===== config.mk =====
export PLATFORM = sky130hd
export DESIGN_NAME = alu_ctrl_seq_flat
export DESIGN_NICKNAME = d
export VERILOG_FILES = /design/src/rtl/alu_ctrl_pkg.sv /design/src/rtl/alu_ctrl_if.sv /design/src/rtl/alu_ctrl_dec.sv /design/src/rtl/alu_ctrl_seq.sv /design/src/flat_wrapper.sv
export SDC_FILE = /design/constraint.sdc
export NUM_CORES = 1
export LEC_CHECK = 0
export CORE_MARGIN = 2
export CORE_UTILIZATION = 50
export DETAILED_ROUTE_END_ITERATION = 10
export HOLD_SLACK_MARGIN = 0.05
export PLACE_DENSITY = 0.86
export RECOVER_POWER = 25
export REMOVE_ABC_BUFFERS = 1
export SLEW_MARGIN = 10
export SYNTH_ARGS = -nofsm -noshare
export SYNTH_HDL_FRONTEND = slang
export SYNTH_HIERARCHICAL = 1
export SYNTH_SLANG_ARGS = --single-unit

===== constraint.sdc =====
create_clock -name clk -period 4.5 [get_ports clk]
set_input_delay 0.45 -clock clk [delete_from_list [all_inputs] [get_ports clk]]
set_output_delay 0.45 -clock clk [all_outputs]
set_load 0.05 [all_outputs]

===== src/rtl/alu_ctrl_pkg.sv =====
// Shared constants for the ALU control sequencer: control codes, alu_op
// encodings, fixed opcode/funct patterns and the sequencer state type.
package alu_ctrl_pkg;

  // ALU control codes (5-bit, zero-extended to CTLW at the decoder output)
  localparam logic [4:0] CTL_AND     = 5'h00;
  localparam logic [4:0] CTL_SLT     = 5'h01;
  localparam logic [4:0] CTL_OR      = 5'h02;
  localparam logic [4:0] CTL_XOR     = 5'h03;
  localparam logic [4:0] CTL_ADD     = 5'h04;
  localparam logic [4:0] CTL_SLL     = 5'h06;
  localparam logic [4:0] CTL_SRA     = 5'h07;
  localparam logic [4:0] CTL_SUB     = 5'h0C;
  localparam logic [4:0] CTL_SUBI    = 5'h0D;
  localparam logic [4:0] CTL_MUL     = 5'h10;
  localparam logic [4:0] CTL_ILLEGAL = 5'h1F;

  // alu_op encodings
  localparam logic [1:0] ALUOP_MEM   = 2'b00;
  localparam logic [1:0] ALUOP_BEQ   = 2'b01;
  localparam logic [1:0] ALUOP_RTYPE = 2'b10;
  localparam logic [1:0] ALUOP_ITYPE = 2'b11;

  // Opcode and funct patterns used by the decode table
  localparam logic [3:0] OPC_0000 = 4'b0000;
  localparam logic [3:0] OPC_0001 = 4'b0001;
  localparam logic [3:0] OPC_SHIFT = 4'b0010;
  localparam logic [3:0] OPC_ADDI = 4'b1001;
  localparam logic [3:0] OPC_SUBI = 4'b1010;
  localparam logic [3:0] OPC_SLTI = 4'b1011;

  localparam logic [1:0] FN_00 = 2'b00;
  localparam logic [1:0] FN_01 = 2'b01;
  localparam logic [1:0] FN_10 = 2'b10;
  localparam logic [1:0] FN_11 = 2'b11;

  typedef enum logic [1:0] {
    ST_IDLE = 2'd0,
    ST_ITER = 2'd1,
    ST_DONE = 2'd2
  } state_t;

endpackage


===== src/rtl/alu_ctrl_if.sv =====
// Request/completion bundle between a requester (master) and the sequencer (slave).
interface alu_ctrl_if #(
  parameter int OPW    = 4,
  parameter int FW     = 2,
  parameter int CTLW   = 5,
  parameter int DATA_W = 16
);
  localparam int SW = (DATA_W > 1) ? $clog2(DATA_W) : 1;

  logic            in_valid;
  logic            in_ready;
  logic [1:0]      alu_op;
  logic [FW-1:0]   funct;
  logic [OPW-1:0]  opcode;
  logic [SW-1:0]   shamt;
  logic [CTLW-1:0] alu_ctrl;
  logic            step;
  logic            last;
  logic            out_valid;
  logic            out_ready;
  logic            illegal;

  modport master (
    output in_valid, alu_op, funct, opcode, shamt, out_ready,
    input  in_ready, alu_ctrl, step, last, out_valid, illegal
  );

  modport slave (
    input  in_valid, alu_op, funct, opcode, shamt, out_ready,
    output in_ready, alu_ctrl, step, last, out_valid, illegal
  );
endinterface


===== src/rtl/alu_ctrl_dec.sv =====
// Combinational decoder: alu_op/funct/opcode/shamt -> control code, illegal
// flag, multi-cycle flag and iteration count. Anything not in the table
// decodes to the illegal code and is single-cycle.
module alu_ctrl_dec
  import alu_ctrl_pkg::*;
#(
  parameter int OPW    = 4,
  parameter int FW     = 2,
  parameter int CTLW   = 5,
  parameter int DATA_W = 16,
  localparam int SW    = (DATA_W > 1) ? $clog2(DATA_W) : 1
) (
  input  logic [1:0]      alu_op_i,
  input  logic [FW-1:0]   funct_i,
  input  logic [OPW-1:0]  opcode_i,
  input  logic [SW-1:0]   shamt_i,
  output logic [CTLW-1:0] code_o,
  output logic            illegal_o,
  output logic            multi_o,
  output logic [SW:0]     n_o
);

  logic [4:0] code5;

  // Table decode with illegal defaults so every path is fully specified
  always_comb begin
    code5     = CTL_ILLEGAL;
    illegal_o = 1'b1;
    multi_o   = 1'b0;
    n_o       = '0;
    unique case (alu_op_i)
      ALUOP_MEM: begin
        code5 = CTL_ADD; illegal_o = 1'b0;
      end
      ALUOP_BEQ: begin
        code5 = CTL_SUB; illegal_o = 1'b0;
      end
      ALUOP_RTYPE: begin
        if (funct_i == FW'(FN_00)) begin
          if (opcode_i == OPW'(OPC_0000)) begin
            code5 = CTL_AND; illegal_o = 1'b0;
          end else if (opcode_i == OPW'(OPC_0001)) begin
            code5 = CTL_ADD; illegal_o = 1'b0;
          end
        end else if (funct_i == FW'(FN_01)) begin
          if (opcode_i == OPW'(OPC_0000)) begin
            code5 = CTL_OR; illegal_o = 1'b0;
          end else if (opcode_i == OPW'(OPC_0001)) begin
            code5 = CTL_SUB; illegal_o = 1'b0;
          end
        end else if (funct_i == FW'(FN_10)) begin
          code5 = CTL_XOR; illegal_o = 1'b0;
        end else if (funct_i == FW'(FN_11) && opcode_i == OPW'(OPC_0000)) begin
          code5     = CTL_MUL;
          illegal_o = 1'b0;
          multi_o   = 1'b1;
          n_o       = (SW+1)'(DATA_W);
        end
      end
      ALUOP_ITYPE: begin
        if (opcode_i == OPW'(OPC_ADDI)) begin
          code5 = CTL_ADD; illegal_o = 1'b0;
        end else if (opcode_i == OPW'(OPC_SUBI)) begin
          code5 = CTL_SUBI; illegal_o = 1'b0;
        end else if (opcode_i == OPW'(OPC_SLTI)) begin
          code5 = CTL_SLT; illegal_o = 1'b0;
        end else if (opcode_i == OPW'(OPC_SHIFT) &&
                     (funct_i == FW'(FN_00) || funct_i == FW'(FN_01))) begin
          code5     = (funct_i == FW'(FN_00)) ? CTL_SLL : CTL_SRA;
          illegal_o = 1'b0;
          // a zero shift has nothing to iterate over
          multi_o   = (shamt_i != '0);
          n_o       = {1'b0, shamt_i};
        end
      end
      default: ;
    endcase
    code_o = CTLW'(code5);
  end

endmodule


===== src/rtl/alu_ctrl_seq.sv =====
// ALU control sequencer: captures a decoded request, paces multi-cycle ops
// with step/last pulses from a down-counter, then holds the result until
// the consumer takes it.
//
//   state | meaning
//   IDLE  | ready for a request (in_ready = 1)
//   ITER  | multi-cycle op running, one step per cycle, last at count 0
//   DONE  | result valid, waiting for out_ready
module alu_ctrl_seq
  import alu_ctrl_pkg::*;
#(
  parameter int OPW    = 4,
  parameter int FW     = 2,
  parameter int CTLW   = 5,
  parameter int DATA_W = 16,
  localparam int SW    = (DATA_W > 1) ? $clog2(DATA_W) : 1
) (
  input logic       clk,
  input logic       rst_n,
  alu_ctrl_if.slave bus
);

  state_t          state_q, state_d;
  logic [SW-1:0]   cnt_q, cnt_d;
  logic [CTLW-1:0] ctrl_q, ctrl_d;
  logic            ill_q, ill_d;

  logic [CTLW-1:0] dec_code;
  logic            dec_illegal;
  logic            dec_multi;
  logic [SW:0]     dec_n;
  logic            accept;

  alu_ctrl_dec #(
    .OPW(OPW), .FW(FW), .CTLW(CTLW), .DATA_W(DATA_W)
  ) u_dec (
    .alu_op_i (bus.alu_op),
    .funct_i  (bus.funct),
    .opcode_i (bus.opcode),
    .shamt_i  (bus.shamt),
    .code_o   (dec_code),
    .illegal_o(dec_illegal),
    .multi_o  (dec_multi),
    .n_o      (dec_n)
  );

  assign accept = bus.in_valid && (state_q == ST_IDLE);

  // State, counter and captured result registers
  always_ff @(posedge clk) begin
    if (!rst_n) begin
      state_q <= ST_IDLE;
      cnt_q   <= '0;
      ctrl_q  <= '0;
      ill_q   <= 1'b0;
    end else begin
      state_q <= state_d;
      cnt_q   <= cnt_d;
      ctrl_q  <= ctrl_d;
      ill_q   <= ill_d;
    end
  end

  // Next state, counter load/decrement and result capture on acceptance
  always_comb begin
    state_d = state_q;
    cnt_d   = cnt_q;
    ctrl_d  = ctrl_q;
    ill_d   = ill_q;
    unique case (state_q)
      ST_IDLE: begin
        if (accept) begin
          ctrl_d = dec_code;
          ill_d  = dec_illegal;
          if (dec_multi) begin
            state_d = ST_ITER;
            cnt_d   = SW'(dec_n - 1'b1);
          end else begin
            state_d = ST_DONE;
          end
        end
      end
      ST_ITER: begin
        if (cnt_q == '0) state_d = ST_DONE;
        else             cnt_d   = cnt_q - 1'b1;
      end
      ST_DONE: begin
        if (bus.out_ready) state_d = ST_IDLE;
      end
      default: state_d = ST_IDLE;
    endcase
  end

  // Handshake and step outputs decoded from the current state
  always_comb begin
    bus.in_ready  = (state_q == ST_IDLE);
    bus.out_valid = (state_q == ST_DONE);
    bus.step      = (state_q == ST_ITER);
    bus.last      = (state_q == ST_ITER) && (cnt_q == '0);
    bus.alu_ctrl  = ctrl_q;
    bus.illegal   = ill_q;
  end

endmodule


===== src/flat_wrapper.sv =====
// flat-port wrapper written by rule: the top's interface ports become plain ports
module alu_ctrl_seq_flat import alu_ctrl_pkg::*;
#(
  parameter int OPW    = 4,
  parameter int FW     = 2,
  parameter int CTLW   = 5,
  parameter int DATA_W = 16,
  localparam int SW    = (DATA_W > 1) ? $clog2(DATA_W) : 1
)
  (clk, rst_n, bus_in_valid, bus_alu_op, bus_funct, bus_opcode, bus_shamt, bus_out_ready, bus_in_ready, bus_alu_ctrl, bus_step, bus_last, bus_out_valid, bus_illegal);
  alu_ctrl_if #(.OPW(OPW), .FW(FW), .CTLW(CTLW), .DATA_W(DATA_W)) bus_i ();
  input logic clk;
  input logic rst_n;
  input wire logic [$bits(bus_i.in_valid)-1:0] bus_in_valid;
  input wire logic [$bits(bus_i.alu_op)-1:0] bus_alu_op;
  input wire logic [$bits(bus_i.funct)-1:0] bus_funct;
  input wire logic [$bits(bus_i.opcode)-1:0] bus_opcode;
  input wire logic [$bits(bus_i.shamt)-1:0] bus_shamt;
  input wire logic [$bits(bus_i.out_ready)-1:0] bus_out_ready;
  output wire logic [$bits(bus_i.in_ready)-1:0] bus_in_ready;
  output wire logic [$bits(bus_i.alu_ctrl)-1:0] bus_alu_ctrl;
  output wire logic [$bits(bus_i.step)-1:0] bus_step;
  output wire logic [$bits(bus_i.last)-1:0] bus_last;
  output wire logic [$bits(bus_i.out_valid)-1:0] bus_out_valid;
  output wire logic [$bits(bus_i.illegal)-1:0] bus_illegal;
  assign bus_i.in_valid = bus_in_valid;
  assign bus_i.alu_op = bus_alu_op;
  assign bus_i.funct = bus_funct;
  assign bus_i.opcode = bus_opcode;
  assign bus_i.shamt = bus_shamt;
  assign bus_i.out_ready = bus_out_ready;
  assign bus_in_ready = bus_i.in_ready;
  assign bus_alu_ctrl = bus_i.alu_ctrl;
  assign bus_step = bus_i.step;
  assign bus_last = bus_i.last;
  assign bus_out_valid = bus_i.out_valid;
  assign bus_illegal = bus_i.illegal;
  alu_ctrl_seq #(.OPW(OPW), .FW(FW), .CTLW(CTLW), .DATA_W(DATA_W)) u_core (.clk(clk), .rst_n(rst_n), .bus(bus_i));
endmodule

==> flow_summary_export.csv, run 1 <==
group,metric,value,unit
finish,final_common_cell,"clkdlybuf4s50_1",
detailed_routing,drt_iter0_markers,23,
timing,setup_tns,0,ns
critical_path,crit_fanout,8,
clocking,cts_resized,0,
flow_run,cap_violations,0,
power_and_ir_drop,leakagePower,0.467,nW
global_route,grt_pass1_vias,853,
timing,slew_headroom,66.5,%
critical_path,crit_type,"in -> reg",
critical_path,worstSetupEndpointType,"flip-flop",
timing,hold_ws,0.532,ns
hold_path,hp-class,"reg -> reg",
finish,layout_common_cells,"clkdlybuf4s50_1 (20), dfxtp_1 (12), mux2i_1 (9), nor2_1 (9)",
clocking,cts.sinks,12,
floorplan,core-area,1750,sq um
clocking,cts_buffer_depth,2,
timing,min_period_over_period,59.0,%
hold_path,min-delay-start,"u_core/cnt_q[1]",
timing,fmax,377,MHz
placement,portBuffers,25,
detailed_routing,drtPass1Iterations,4,
critical_path,crit_path_cell_trace,"dlygate4sd3_1 > or3b_4 > nor3_2 > and2_1 > mux2i_1 > ha_1 > and3_1 > o21ai_0 > o2111a_1",
clocking,cts_tree,"built",
run_status,status,"complete, no violations",
critical_path,required,4.72,ns
finish,diodes,0,
detailed_routing,top_layer,"met4",
logic_synthesis,synth_area_per_cell,8.39,sq um
logic_synthesis,synthCells,111,
finish,fin_nets,154,
finish,nFillCells,147,
global_route,grt_pass1_wl,3620,um
clocking,htreeDepth,1,
critical_path,reg2reg_to,"u_core/cnt_q[2]",
power_and_ir_drop,power_density,231,nW/um^2
floorplan,die_area,2220,sq um
timing,tightest_slew,0.501,ns
critical_path,r2r-start,"u_core/state_q[1]",
placement,post-dp-hpwl,1870,um
critical_path,slowest_stage,"dlygate4sd3_1",
timing,fin_crit,2.65,ns
detailed_routing,wirelength,2370,um
detailed_routing,vias_per_cell,5.90,
clocking,postCtsHoldBufs,0,
detailed_routing,met1_length,1070,um
finish,area_delta_synth_final,31.2,%
floorplan,row_count,15,
timing,slew_violations,0,
floorplan,start_util,53.3,%
clocking,cts_setup_buffers,0,
critical_path,rrSetupSlack,2.70,ns
timing,clock_skew,0.00952,ns
critical_path,slowest_delay,0.63,ns
power_and_ir_drop,peakVddDrop,0.171,mV
clocking,root_buffer,"clkbuf_4",
detailed_routing,vias,950,
timing,setup_viol,0,
timing,hold_viol,0,
placement,gp_congestion,0.906,
critical_path,reg2regPathDepth,6,
detailed_routing,ant_nets,0,
clocking,clkTransAtPathRegs,0.08,ns
global_route,grt_antenna_before_repair,0,
hold_path,whs_path_depth,2,
timing,rsz0062_at_grt,"false",
clocking,clkLatencyLatePin,0.27,ns
critical_path,worstPathArrival,2.88,ns
detailed_routing,wl_met3,144,um
critical_path,cp-start-kind,"primary input",
floorplan,io_pins,26,
floorplan,die_y,47.2,um
hold_path,min_to,"u_core/cnt_q[1]",
finish,drive_gt1_share,8.09,%
global_route,grt.total_usage,23.3,%
detailed_routing,drc,0,
floorplan,die_x,47.2,um
global_route,gr-total-overflow,0,
logic_synthesis,yosysWarnings,6,
clocking,numCtsBuffers,3,
global_route,grt_max_degree,14,
detailed_routing,routed-wl-met2,1140,um
detailed_routing,wire_per_inst,14.7,um
logic_synthesis,synthesis.area,931,sq um
## flip-flops by register name (all words and copies together), names as in the netlist
name and cells:
u_core/bus.illegal 1, u_core/state_q 2, u_core/cnt_q 4, u_core/bus.alu_ctrl 5
## cell type report
type | instances | area, sq um | share of cell area, %
inverters | 4 | 15.0 | 1.23
flip-flops and latches | 12 | 240 | 19.7
well taps | 25 | 31.3 | 2.56
repair buffers | 25 | 250 | 20.5
clock buffers | 4 | 36.3 | 2.97
multi-input cells | 91 | 648 | 53.1
## per-stage QoR
| stage | std cells | cell area [sq um] | utilization (%) | total power [mW] | setup WS (ns) |
|---|---|---|---|---|---|
| after floorplan | 107 | 903 | - | 0.164 | 2.43 |
| after global placement | 157 | 1180 | 67.9 | 0.197 | 1.81 |
| after detailed placement | 157 | 1180 | 67.9 | 0.199 | 1.68 |
| after CTS | 161 | 1220 | 70.0 | 0.286 | 1.95 |
| after global routing | 161 | 1220 | 70.0 | 0.295 | 1.75 |
| final | 161 | 1220 | 70.0 | 0.282 | 1.85 |
## critical path, delay by kind of cell
| family | cells | cell delay (ns) |
|---|---|---|
| buf+inv | 1 | 0.63 |
| compound gates | 2 | 0.32 |
| mux | 1 | 0.11 |
| fa+ha+maj | 1 | 0.24 |
| simple gates | 4 | 1.12 |
## worst max-delay path by stage
stage | start | endpoint | slack [ns] | cells past startpoint
global placement | bus_opcode[1] | u_core/cnt_q[2] | 1.81 | 9
floorplan | bus_funct[1] | u_core/cnt_q[2] | 2.43 | 8
CTS | u_core/state_q[0] | bus_last | 1.95 | 4
finish | bus_opcode[0] | u_core/cnt_q[2] | 1.85 | 9
detailed placement | bus_opcode[1] | u_core/cnt_q[2] | 1.68 | 9
global route | bus_opcode[0] | u_core/cnt_q[2] | 1.75 | 9
## power by group
part | switching (mW) | total [mW] | internal, mW
Sequential | 0.00374 | 0.115 | 0.111
Clock | 0.0367 | 0.0858 | 0.0491
Combinational | 0.0457 | 0.0816 | 0.0358
## per-layer routing
| layer | vias up | global-route usage (%) |
|---|---|---|
| met5 | - | 0 |
| met4 | 0 | 7.22 |
| met2 | 38 | 39.5 |
| met1 | 454 | 28.3 |
| li1 | 456 | - |
| met3 | 2 | 6.92 |
(Power assumes the default switching activity.)
==> inputs of run 2 (changes only) <==
Settings changed: CORE_UTILIZATION 50 to 42, PLACE_DENSITY 0.86 to 0.77.
Clock period 4.5 ns to 2.4 ns, I/O delays scaled along.
==> run 2 against run 1 <==
- critical path depth stayed put
- final area increased by 5.9%
- first-iteration DRC count is 8.7% higher
- non-clock buffer count increased by 12
- register-to-register slack worse by 2.1 ns
- global-route usage decreased by 4.2 points
- clock skew is 0.0054 ns lower
- sequential cell count is the same
- clock-buffer cell count fell by 1
- cell count is 8.7% higher
- largest cell class unchanged
- largest power group unchanged
==> flow_summary_export.csv, run 2 (synthesis gave the netlist of run 1 again) <==
group,metric,value,unit
critical_path,worstSetupEndpointType,"flip-flop",
power_and_ir_drop,power_density,382,nW/um^2
clocking,postCtsHoldBufs,0,
detailed_routing,ant_nets,0,
floorplan,die_y,51.1,um
floorplan,row_count,17,
critical_path,slowest_delay,0.47,ns
timing,setup_viol,0,
timing,hold_viol,0,
finish,final_common_cell,"clkdlybuf4s50_1",
critical_path,crit_fanout,4,
global_route,grt_max_degree,14,
clocking,cts_tree,"built",
global_route,grt.total_usage,19.1,%
finish,layout_common_cells,"clkdlybuf4s50_1 (24), dfxtp_1 (12), buf_4 (10)",
detailed_routing,drc,0,
timing,min_period_over_period,90.3,%
floorplan,die_x,51.1,um
finish,diodes,0,
power_and_ir_drop,power.share.sequential,43.5,%
clocking,clkTransAtPathRegs,0.07,ns
timing,fmax,461,MHz
power_and_ir_drop,leakagePower,0.520,nW
finish,final_cells,175,
detailed_routing,wire_per_inst,12.7,um
detailed_routing,drtPass1Iterations,4,
timing,clock_skew,0.00416,ns
timing,tightest_slew,0.499,ns
critical_path,crit_type,"in -> reg",
power_and_ir_drop,finalPower,495,uW
clocking,htreeDepth,1,
finish,fin_nets,166,
global_route,gr-total-overflow,0,
run_status,status,"complete, no violations",
clocking,cts_resized,0,
floorplan,start_util,43.3,%
placement,portBuffers,25,
floorplan,die_area,2610,sq um
clocking,root_buffer,"clkbuf_4",
critical_path,path_buf_inv,1,
floorplan,io_pins,26,
finish,area_delta_synth_final,39.0,%
finish,largest_reg_flops,5,
clocking,cts_buffer_depth,2,
detailed_routing,drt_iter0_markers,25,
global_route,grt_pass1_wl,3790,um
placement,gp_congestion,0.831,
critical_path,crit_path_cell_trace,"clkdlybuf4s50_1 > or3b_1 > nor3_2 > and2_1 > mux2i_1 > ha_1 > and3_1 > o21ai_0 > o2111a_1",
timing,slew_violations,0,
critical_path,cpLargestDelayFamily,"simple AND/OR/NAND/NOR gates",
detailed_routing,wirelength,2220,um
critical_path,slowest_stage,"clkdlybuf4s50_1",
clocking,cts.sinks,12,
power_and_ir_drop,intPower,341,uW
power_and_ir_drop,pwr-share-clk,24.2,%
timing,fin_crit,2.17,ns
detailed_routing,vias_per_cell,5.44,
floorplan,core-area,2150,sq um
critical_path,required,2.61,ns
power_and_ir_drop,peakVddDrop,0.409,mV
clocking,numCtsBuffers,3,
timing,rsz0062_at_grt,"false",
placement,dp_cells,172,
global_route,grt_antenna_before_repair,0,
power_and_ir_drop,p_sw,153,uW
critical_path,rrSetupSlack,0.62,ns
power_and_ir_drop,switching_share,31.0,%
timing,hold_ws,0.516,ns
placement,post-dp-hpwl,1760,um
global_route,grt_pass1_vias,886,
clocking,clkLatencyLatePin,0.27,ns
hold_path,hp-class,"reg -> reg",
clocking,cts_setup_buffers,0,
flow_run,cap_violations,0,
power_and_ir_drop,comb_power_share,32.3,%
critical_path,cp-start-kind,"primary input",
detailed_routing,vias,952,
timing,slew_headroom,66.7,%
critical_path,worstPathArrival,2.38,ns
finish,drive_gt1_share,12.9,%
-- run 2: cell count changes in the layout (fill, tap and decap cells not counted), moves of 2 or more --
cell and change:
dlygate4sd3_1 -5, clkdlybuf4s50_1 +4, clkbuf_1 +2, buf_4 +10
-- run 2: through the flow --
stage                     cell area (sq um)  worst slack [ns]  util (%)  TNS [ns]
after floorplan                         903             0.538         -         0
after global placement                 1280            0.0484      59.5         0
after detailed placement               1280           -0.0333      59.5   -0.0333
after CTS                              1300             0.120      60.6         0
after global routing                   1290            0.0784      60.2         0
final                                  1290             0.232      60.2         0
-- run 2: final cells by class --
type / instances / area, sq um
clock buffer: 3 / 22.5
fill: 197 / 855
inverter: 4 / 15.0
multi-input combinational: 91 / 646
sequential: 12 / 240
tap: 28 / 35.0
timing repair buffer: 37 / 335
-- run 2: per-layer routing --
| metal | GRT usage [%] | part of all wire, % | wire length, um | vias up |
|---|---|---|---|---|
| li1 | - | - | - | 481 |
| met4 | 4.05 | 0.72 | 16 | 0 |
| met3 | 5.56 | 6.7 | 149 | 6 |
| met2 | 33.3 | 51 | 1130 | 37 |
| met1 | 23.1 | 42 | 930 | 428 |
| met5 | 0 | 0 | 0 | - |
-- run 2: worst reg2reg max path, delay by kind of cell (launching register included) --
kind / cells / cell delay (ns)
and+or+nand+nor: 2 / 0.33
buffers and inverters: 1 / 0.18
adders and majority gates: 1 / 0.25
DFF: 1 / 0.52
AOI/OAI and AO/OA: 2 / 0.34
muxes: 1 / 0.12
-- run 2: final timing paths --
| path | from | end | cells after the start |
|---|---|---|---|
| max | bus_opcode[1] | u_core/cnt_q[2] | 9 |
| min | u_core/bus.alu_ctrl[3] | u_core/bus.alu_ctrl[3] | 2 |
| max reg2reg | u_core/state_q[0] | u_core/cnt_q[2] | 7 |
| min reg2reg | u_core/bus.alu_ctrl[3] | u_core/bus.alu_ctrl[3] | 2 |
-- run 2: power by group through the flow --
stage	clock network [mW]	registers [mW]	logic, mW
after global routing	0.136	0.217	0.170
after detailed placement	0	0.220	0.162
after CTS	0.124	0.215	0.162
after floorplan	0	0.244	0.0636
after global placement	0	0.219	0.159
final	0.119	0.215	0.160
